### config.mk
export PLATFORM = sky130hd
export DESIGN_NAME = mul_pipe
export DESIGN_NICKNAME = d
export VERILOG_FILES = /design/src/rtl/mul_pkg.sv /design/src/rtl/booth_csa.sv /design/src/rtl/mul_pipe.sv
export SDC_FILE = /design/constraint.sdc
export NUM_CORES = 2
export LEC_CHECK = 0
export ABC_AREA = 0
export BUFFER_PORTS_ARGS = -buffer_cell sky130_fd_sc_hd__buf_2
export CORE_ASPECT_RATIO = 1.25
export CORE_MARGIN = 8
export CORE_UTILIZATION = 40
export DETAILED_ROUTE_END_ITERATION = 8
export HOLD_SLACK_MARGIN = 0.02
export MAX_ROUTING_LAYER = met4
export SLEW_MARGIN = 20
export SYNTH_ARGS = -nofsm -noshare
export SYNTH_HDL_FRONTEND = slang
export SYNTH_HIERARCHICAL = 1
export SYNTH_SLANG_ARGS = --single-unit
### constraint.sdc
create_clock -name mul_clk -period 48.7 [get_ports mul_clk]
set_clock_uncertainty 0.2 [all_clocks]
set_input_delay 14.61 -clock mul_clk [delete_from_list [all_inputs] [get_ports mul_clk]]
set_output_delay 14.61 -clock mul_clk [all_outputs]
set_load 0.02 [all_outputs]
### src/rtl/mul_pkg.sv
// Shared definitions for the pipelined Booth multiplier: operation encodings
// and the Booth group-count helper.
package mul_pkg;

    typedef enum logic [1:0] {
        MUL_OP_MUL  = 2'b00,
        MUL_OP_MADD = 2'b01,
        MUL_OP_MSUB = 2'b10
    } mul_op_e;

    // Radix-4 recoding of a (WIDTH+1)-bit multiplier padded to an even length.
    function automatic int mul_booth_groups(input int width);
        return width / 2 + 1;
    endfunction

endpackage

### src/rtl/booth_csa.sv
// Combinational Booth radix-4 partial-product generator with a carry-save
// reduction tree; the product is sum + carry modulo 2^(2*WIDTH).
module booth_csa
    import mul_pkg::*;
#(
    parameter int WIDTH = 32
) (
    input  logic [WIDTH-1:0]   x,
    input  logic [WIDTH-1:0]   y,
    input  logic               is_signed,
    output logic [2*WIDTH-1:0] sum,
    output logic [2*WIDTH-1:0] carry
);

    localparam int PW     = 2 * WIDTH;
    localparam int GROUPS = mul_booth_groups(WIDTH);

    logic              x_ext;
    logic              y_ext;
    logic [PW-1:0]     x_one;
    logic [PW-1:0]     x_two;
    logic [2*GROUPS:0] y_pad;
    logic [2:0]        grp;
    logic [PW-1:0]     pp;
    logic [PW-1:0]     s;
    logic [PW-1:0]     c;
    logic [PW-1:0]     maj;

    assign x_ext = is_signed & x[WIDTH-1];
    assign y_ext = is_signed & y[WIDTH-1];
    assign x_one = {{WIDTH{x_ext}}, x};
    assign x_two = {x_one[PW-2:0], 1'b0};
    assign y_pad = {y_ext, y_ext, y, 1'b0};

    always_comb begin
        // NOTE: every variable gets a default first so no latch is inferred.
        s   = '0;
        c   = '0;
        grp = '0;
        pp  = '0;
        maj = '0;
        // Negative digits are one's-complemented; their +1 lands in the carry vector.
        for (int j = 0; j < GROUPS; j++) begin
            grp      = y_pad[2*j +: 3];
            c[2*j]   = grp[2] & ~(grp[1] & grp[0]);
        end
        // NOTE: blocking assignments here chain each 3:2 stage into the next.
        for (int j = 0; j < GROUPS; j++) begin
            grp = y_pad[2*j +: 3];
            case (grp)
                3'b001, 3'b010: pp = x_one;
                3'b101, 3'b110: pp = ~x_one;
                3'b011:         pp = x_two;
                3'b100:         pp = ~x_two;
                default:        pp = '0;
            endcase
            pp  = pp << (2 * j);
            maj = (s & c) | (s & pp) | (c & pp);
            s   = s ^ c ^ pp;
            c   = {maj[PW-2:0], 1'b0};
        end
        sum   = s;
        carry = c;
    end

endmodule

### src/rtl/mul_pipe.sv
// Pipelined Booth/CSA multiplier with MADD/MSUB, valid/ready back-pressure
// and flush; all stages advance together on en.
module mul_pipe
    import mul_pkg::*;
#(
    parameter int WIDTH  = 32,
    parameter int STAGES = 2,
    parameter bit ACC_EN = 1'b1
) (
    input  logic               mul_clk,
    input  logic               resetn,
    input  logic               in_valid,
    output logic               in_ready,
    input  logic               in_signed,
    input  logic [1:0]         in_op,
    input  logic [WIDTH-1:0]   x,
    input  logic [WIDTH-1:0]   y,
    input  logic [2*WIDTH-1:0] acc_in,
    input  logic               flush,
    output logic               out_valid,
    input  logic               out_ready,
    output logic [2*WIDTH-1:0] result
);

    localparam int PW = 2 * WIDTH;

    typedef struct packed {
        logic [PW-1:0] sum;
        logic [PW-1:0] carry;
        mul_op_e       op;
        logic [PW-1:0] acc;
    } stage_t;

    logic            en;
    logic            accept;
    logic [PW-1:0]   pp_sum;
    logic [PW-1:0]   pp_carry;
    logic [PW-1:0]   prod;
    logic [PW-1:0]   final_val;
    mul_op_e         op_norm;
    stage_t          entry;
    stage_t          pipe [1:STAGES-1];
    logic [STAGES-1:1] vld;

    booth_csa #(.WIDTH(WIDTH)) u_booth (
        .x         (x),
        .y         (y),
        .is_signed (in_signed),
        .sum       (pp_sum),
        .carry     (pp_carry)
    );

    assign en       = !out_valid || out_ready;
    assign in_ready = en && !flush && resetn;
    assign accept   = in_valid && in_ready;

    // Reserved encodings and accumulate ops without ACC_EN collapse to MUL.
    always_comb begin
        op_norm = MUL_OP_MUL;
        if (ACC_EN) begin
            case (in_op)
                MUL_OP_MADD: op_norm = MUL_OP_MADD;
                MUL_OP_MSUB: op_norm = MUL_OP_MSUB;
                default:     op_norm = MUL_OP_MUL;
            endcase
        end
    end

    always_comb begin
        entry.sum   = pp_sum;
        entry.carry = pp_carry;
        entry.op    = op_norm;
        entry.acc   = ACC_EN ? acc_in : '0;
    end

    always_comb begin
        prod = pipe[STAGES-1].sum + pipe[STAGES-1].carry;
        case (pipe[STAGES-1].op)
            MUL_OP_MADD: final_val = pipe[STAGES-1].acc + prod;
            MUL_OP_MSUB: final_val = pipe[STAGES-1].acc - prod;
            default:     final_val = prod;
        endcase
    end

    always_ff @(posedge mul_clk) begin
        if (!resetn) begin
            // NOTE: payload registers are cleared too, so reset leaves no stale data.
            vld       <= '0;
            out_valid <= 1'b0;
            result    <= '0;
            for (int k = 1; k < STAGES; k++) begin
                pipe[k] <= '0;
            end
        end else if (flush) begin
            vld       <= '0;
            out_valid <= 1'b0;
        end else if (en) begin
            vld[1]  <= accept;
            pipe[1] <= entry;
            for (int k = 2; k < STAGES; k++) begin
                vld[k]  <= vld[k-1];
                pipe[k] <= pipe[k-1];
            end
            out_valid <= vld[STAGES-1];
            // Bubbles leave the last delivered result untouched.
            if (vld[STAGES-1]) begin
                result <= final_val;
            end
        end
    end

endmodule
-- Word-level counts from Yosys, hierarchy flattened
Memory sizes are Yosys's and may differ from the RTL's.
Index checks and enable logic that the tools add are counted.
- mux-type cells: 25
- add/sub/neg operators: 3
- reduce and logical (&&, ||, !) cells: 40
- bitwise logic cells: 169
- equal/unequal tests: 103
- operators with widths (cell ; count):
    $and 63x63->63 ; 48
    $xor 64x64->64 ; 32
    $or 63x63->63 ; 32
    $pmux 62 s4 ; 1
    $pmux 60 s4 ; 1
    $pmux 58 s4 ; 1
    $pmux 56 s4 ; 1
    $pmux 54 s4 ; 1
    $pmux 52 s4 ; 1
    $pmux 50 s4 ; 1
    $mux 193 ; 1
    $pmux 48 s4 ; 1
    $pmux 64 s3 ; 1
    $pmux 46 s4 ; 1
    $pmux 44 s4 ; 1
    $pmux 42 s4 ; 1
    $pmux 40 s4 ; 1
    $pmux 38 s4 ; 1
    $eq 3x3->1 const B ; 48
    $pmux 36 s4 ; 1
    $pmux 34 s4 ; 1
    $add 64x64->64 ; 2
    $not 64->64 ; 2
    $pmux 32 s4 ; 1
    other kinds (18) ; 158
- memories kept: 1
- RAM bits: 193
- input port bits: 136
- register bits: 66
- memories (name ; depth ; bits a word ; read ports ; clocked after Yosys merged registers in ; write ports ; RTL line ; text):
    pipe ; 1 ; 193 ; 1 ; 0 ; 1 ; mul_pipe.sv:42 ; stage_t pipe [1:STAGES-1];

-- Depth between registers and ports, before layout
- depth in word-level cells: 54
- mapped depth: 29
- depth with buffers taken out: 27

-- By module
Netlist, hierarchy kept.
- modules (own cells, without submodules) (module ; cells an instance ; times used ; area each (um^2)):
    booth_csa ; 3336 ; 1 ; 28391.0
    mul_pipe ; 2229 ; 1 ; 19799.0

-- Least setup slack after synthesis
No wires, ideal clock.
- path kind: input to output
- start: in out_ready
- end: out in_ready
- cell stages on the path: 4
- required time: 33.890 ns
- arrival: 15.324 ns
- setup slack: 18.566 ns
- cell sequence: nor2b_1 > clkbuf_1 > nor2_1 > clkbuf_1
- cells in the longest elaborated chain, start to end: 3
- ends and longest elaborated chain (item ; RTL line ; text):
    start, declared ; mul_pipe.sv:21 ; input logic out_ready,
    $logic_or 1x1->1 ; mul_pipe.sv:53 ; assign en = !out_valid || out_ready;
    $logic_and 1x1->1 (2 in series) ; mul_pipe.sv:54 ; assign in_ready = en && !flush && resetn;
    end, declared ; mul_pipe.sv:13 ; output logic in_ready,
Every way passes these cells.

-- Worst setup path in the final report
- start: in resetn
- end: out in_ready
- cells in the longest elaborated chain, start to end: 1
- ends and longest elaborated chain (item ; RTL line ; text):
    start, declared ; mul_pipe.sv:11 ; input logic resetn,
    $logic_and 1x1->1 ; mul_pipe.sv:54 ;
Every way passes these cells.

==> summary.md <==
| Metric | Value |
|---|---|
| Synth cell types | `110` |
| Fraction of registers with async set/reset | `0` |
| Slew @ Worst Pin | `1.07 ns` |
| Dominant synthesized flop cell | `edfxtp_1` |
| GRT Util Overall | `0.223` |
| Setup Buffers After CTS | `0` |
| Top-area cell type share of the netlist area | `0.217` |
| Post-Route WL | `148000 microns` |
| Vias in the first global route | `39.7k` |
| Number of DRC markers in iteration 0 | `2977` |
| WS Path Type | `input pin to primary output` |
| CTS tree | `done` |
| WP data arrival | `15.60 ns` |
| Final setup viols | `0` |
| Crit end category | `primary output` |
| Nets | `6305` |
| Clk slew on worst S/H paths | `0.06 ns` |
| # DRC | `0` |
| Clk buf depth | `3` |
| Post-Syn Area | `48200 sq um` |
| Clock net sink count | `260` |
| IO buf count | `201` |
| Area contributors post-synth | `fa_1 (22%), edfxtp_1 (12%), ha_1 (7.8%)` |
| DIE HEIGHT | `404 microns` |
| Most common cell after layout, fill and taps aside | `nor2_1` |
| EDFF count, synth | `194` |
| Synth Instances | `5565` |
| Pin count of the biggest net entering global routing | `124` |
| Synth area leader | `fa_1` |
| Vias per cell | `5.69` |
| Post-synthesis sequential area ratio | `0.148` |
| Area Overhead vs Synth | `4.49%` |
| Most frequent cells in the layout | `nor2_1 (847), fa_1 (522), xor2_1 (336)` |
| DIE AREA | `132000 sq um` |
| Dpl hpwl | `115000 microns` |
| RePlAce Congestion | `0.910` |
| Root buf cell | `clkbuf_16` |
| Gr ovfl total | `0` |
| Max-cap violations | `0` |
| Core Area | `120000 sq um` |
| Post-route clock period utilization | `0.624` |
| Maximum net fanout on the critical path | `18` |
| Worst Path Required | `33.89 ns` |
| Relative slew margins | `0.286` |
| Initial core utilization | `0.402` |
| Status | `completed` |
| Setup TNS | `0 ns` |
| Die Wd | `326 microns` |
| Max Slew Vio Count | `0` |
| Antenna-violating nets left | `0` |
| Routed vias | `39.6k` |
| Worst-skew pair later-pin latency | `0.57 ns` |
| Row Count | `142` |
| Routed len/inst | `21.2 microns` |
| Worst hold path class | `flip-flop to flip-flop` |
| CTS resizes | `0` |
| Io pins | `202` |
| Min Tclk post-route | `30.41 ns` |
| Clock H-tree levels | `1` |
| Global-route wire length before repair | `232000 microns` |
| Syn avg cell area | `8.66 sq um` |
| Layout cell share with drive strength beyond 1 | `0.0789` |
| Antenna violations before repair | `8` |
| Hold_ws | `0.249 ns` |
| Number of buffers created by CTS | `25` |
| Synth warnings | `6` |
| Final-report hold violation count | `0` |
| RSZ-0062 raised after global routing | `no` |
| Max frequency | `32.9 MHz` |
| Register bit total from synthesis | `260` |
| Hold buffers post-CTS | `0` |
| DR pass1 iterations | `5` |
| Critical path launch point type | `input pin` |
layout make-up:
cell class	count	area (sq um)
Timing Repair Buffer	291	1730
Inverter	267	1000
Fill cell	11961	69400
Clock inverter	17	185
Antenna cell	8	20.0
Sequential cell	260	7150
Tap cell	1584	1980
Multi-Input combinational cell	4501	37600
Clock buffer	27	633
per-stage QoR:
step | utilization | cells | cell area [sq um] | setup WS, ns
global route | 0.420 | 6954 | 50300 | 18.19
global placement | 0.413 | 6901 | 49500 | 18.26
CTS | 0.420 | 6946 | 50300 | 18.26
detailed placement | 0.413 | 6902 | 49500 | 18.26
finish | 0.420 | 6955 | 50400 | 18.29
floorplan | - | 5582 | 48300 | 18.57
worst max-delay path, cell delays in order:
cell and delay (ns):
buf_2 0.35, nand2b_1 0.27, nor2_4 0.17, buf_2 0.18
synth_stat cells, drive strengths merged, types with 22 or more instances:
cell type,n
inv,266
nor2,856
a21o,101
xor2,344
o21bai,31
a221oi,221
clkbuf,237
nand3,48
o21a,32
and2,217
o31ai,30
edfxtp,194
nand4,48
a21oi,257
o21ai,184
dfxtp,66
a22oi,34
fa,522
xnor2,324
nor3,65
nand2,243
a31oi,22
ha,301
a211oi,239
o211ai,52
buf,317
path summary, 6_finish.rpt:
kind | from | end | slack, ns | depth (start not counted)
min reg2reg | result[2] | result[2] | 0.25 | 2
max | resetn | in_ready | 18.29 | 4
min | result[2] | result[2] | 0.25 | 2
max reg2reg | pipe[1][130] | result[57] | 40.32 | 26
per-layer routing:
| layer | wire length, microns | share of wire | global-route usage |
|---|---|---|---|
| met1 | 63700 | 0.43 | 0.278 |
| met2 | 70700 | 0.48 | 0.376 |
| met3 | 6770 | 0.046 | 0.0187 |
| met4 | 6410 | 0.043 | 0.0848 |
| met5 | 0 | 0 | - |
state kept, by name, indices dropped and copies added (netlist names):
signal / cells
vld: 1
out_valid: 1
pipe: 194
result: 64
kinds of logic (layout without fill, tap and decap cells):
| kind of cell | count (synthesis) | after routing | synth area share |
|---|---|---|---|
| DFF | 260 | 260 | 0.148 |
| muxes | 17 | 17 | 0.00363 |
| buffers and inverters | 821 | 602 | 0.0754 |
| and+or+nand+nor | 1632 | 1632 | 0.157 |
| AOI/OAI and AO/OA | 1341 | 1341 | 0.197 |
| other | 1 | 26 | 0.0000778 |
| adders and majority gates | 824 | 824 | 0.295 |
| xor gates and xnor gates | 669 | 669 | 0.123 |
Power is left out: the tool's default activity adds up to more than one toggle a clock period on the data nets, which glitch-free logic cannot reach.
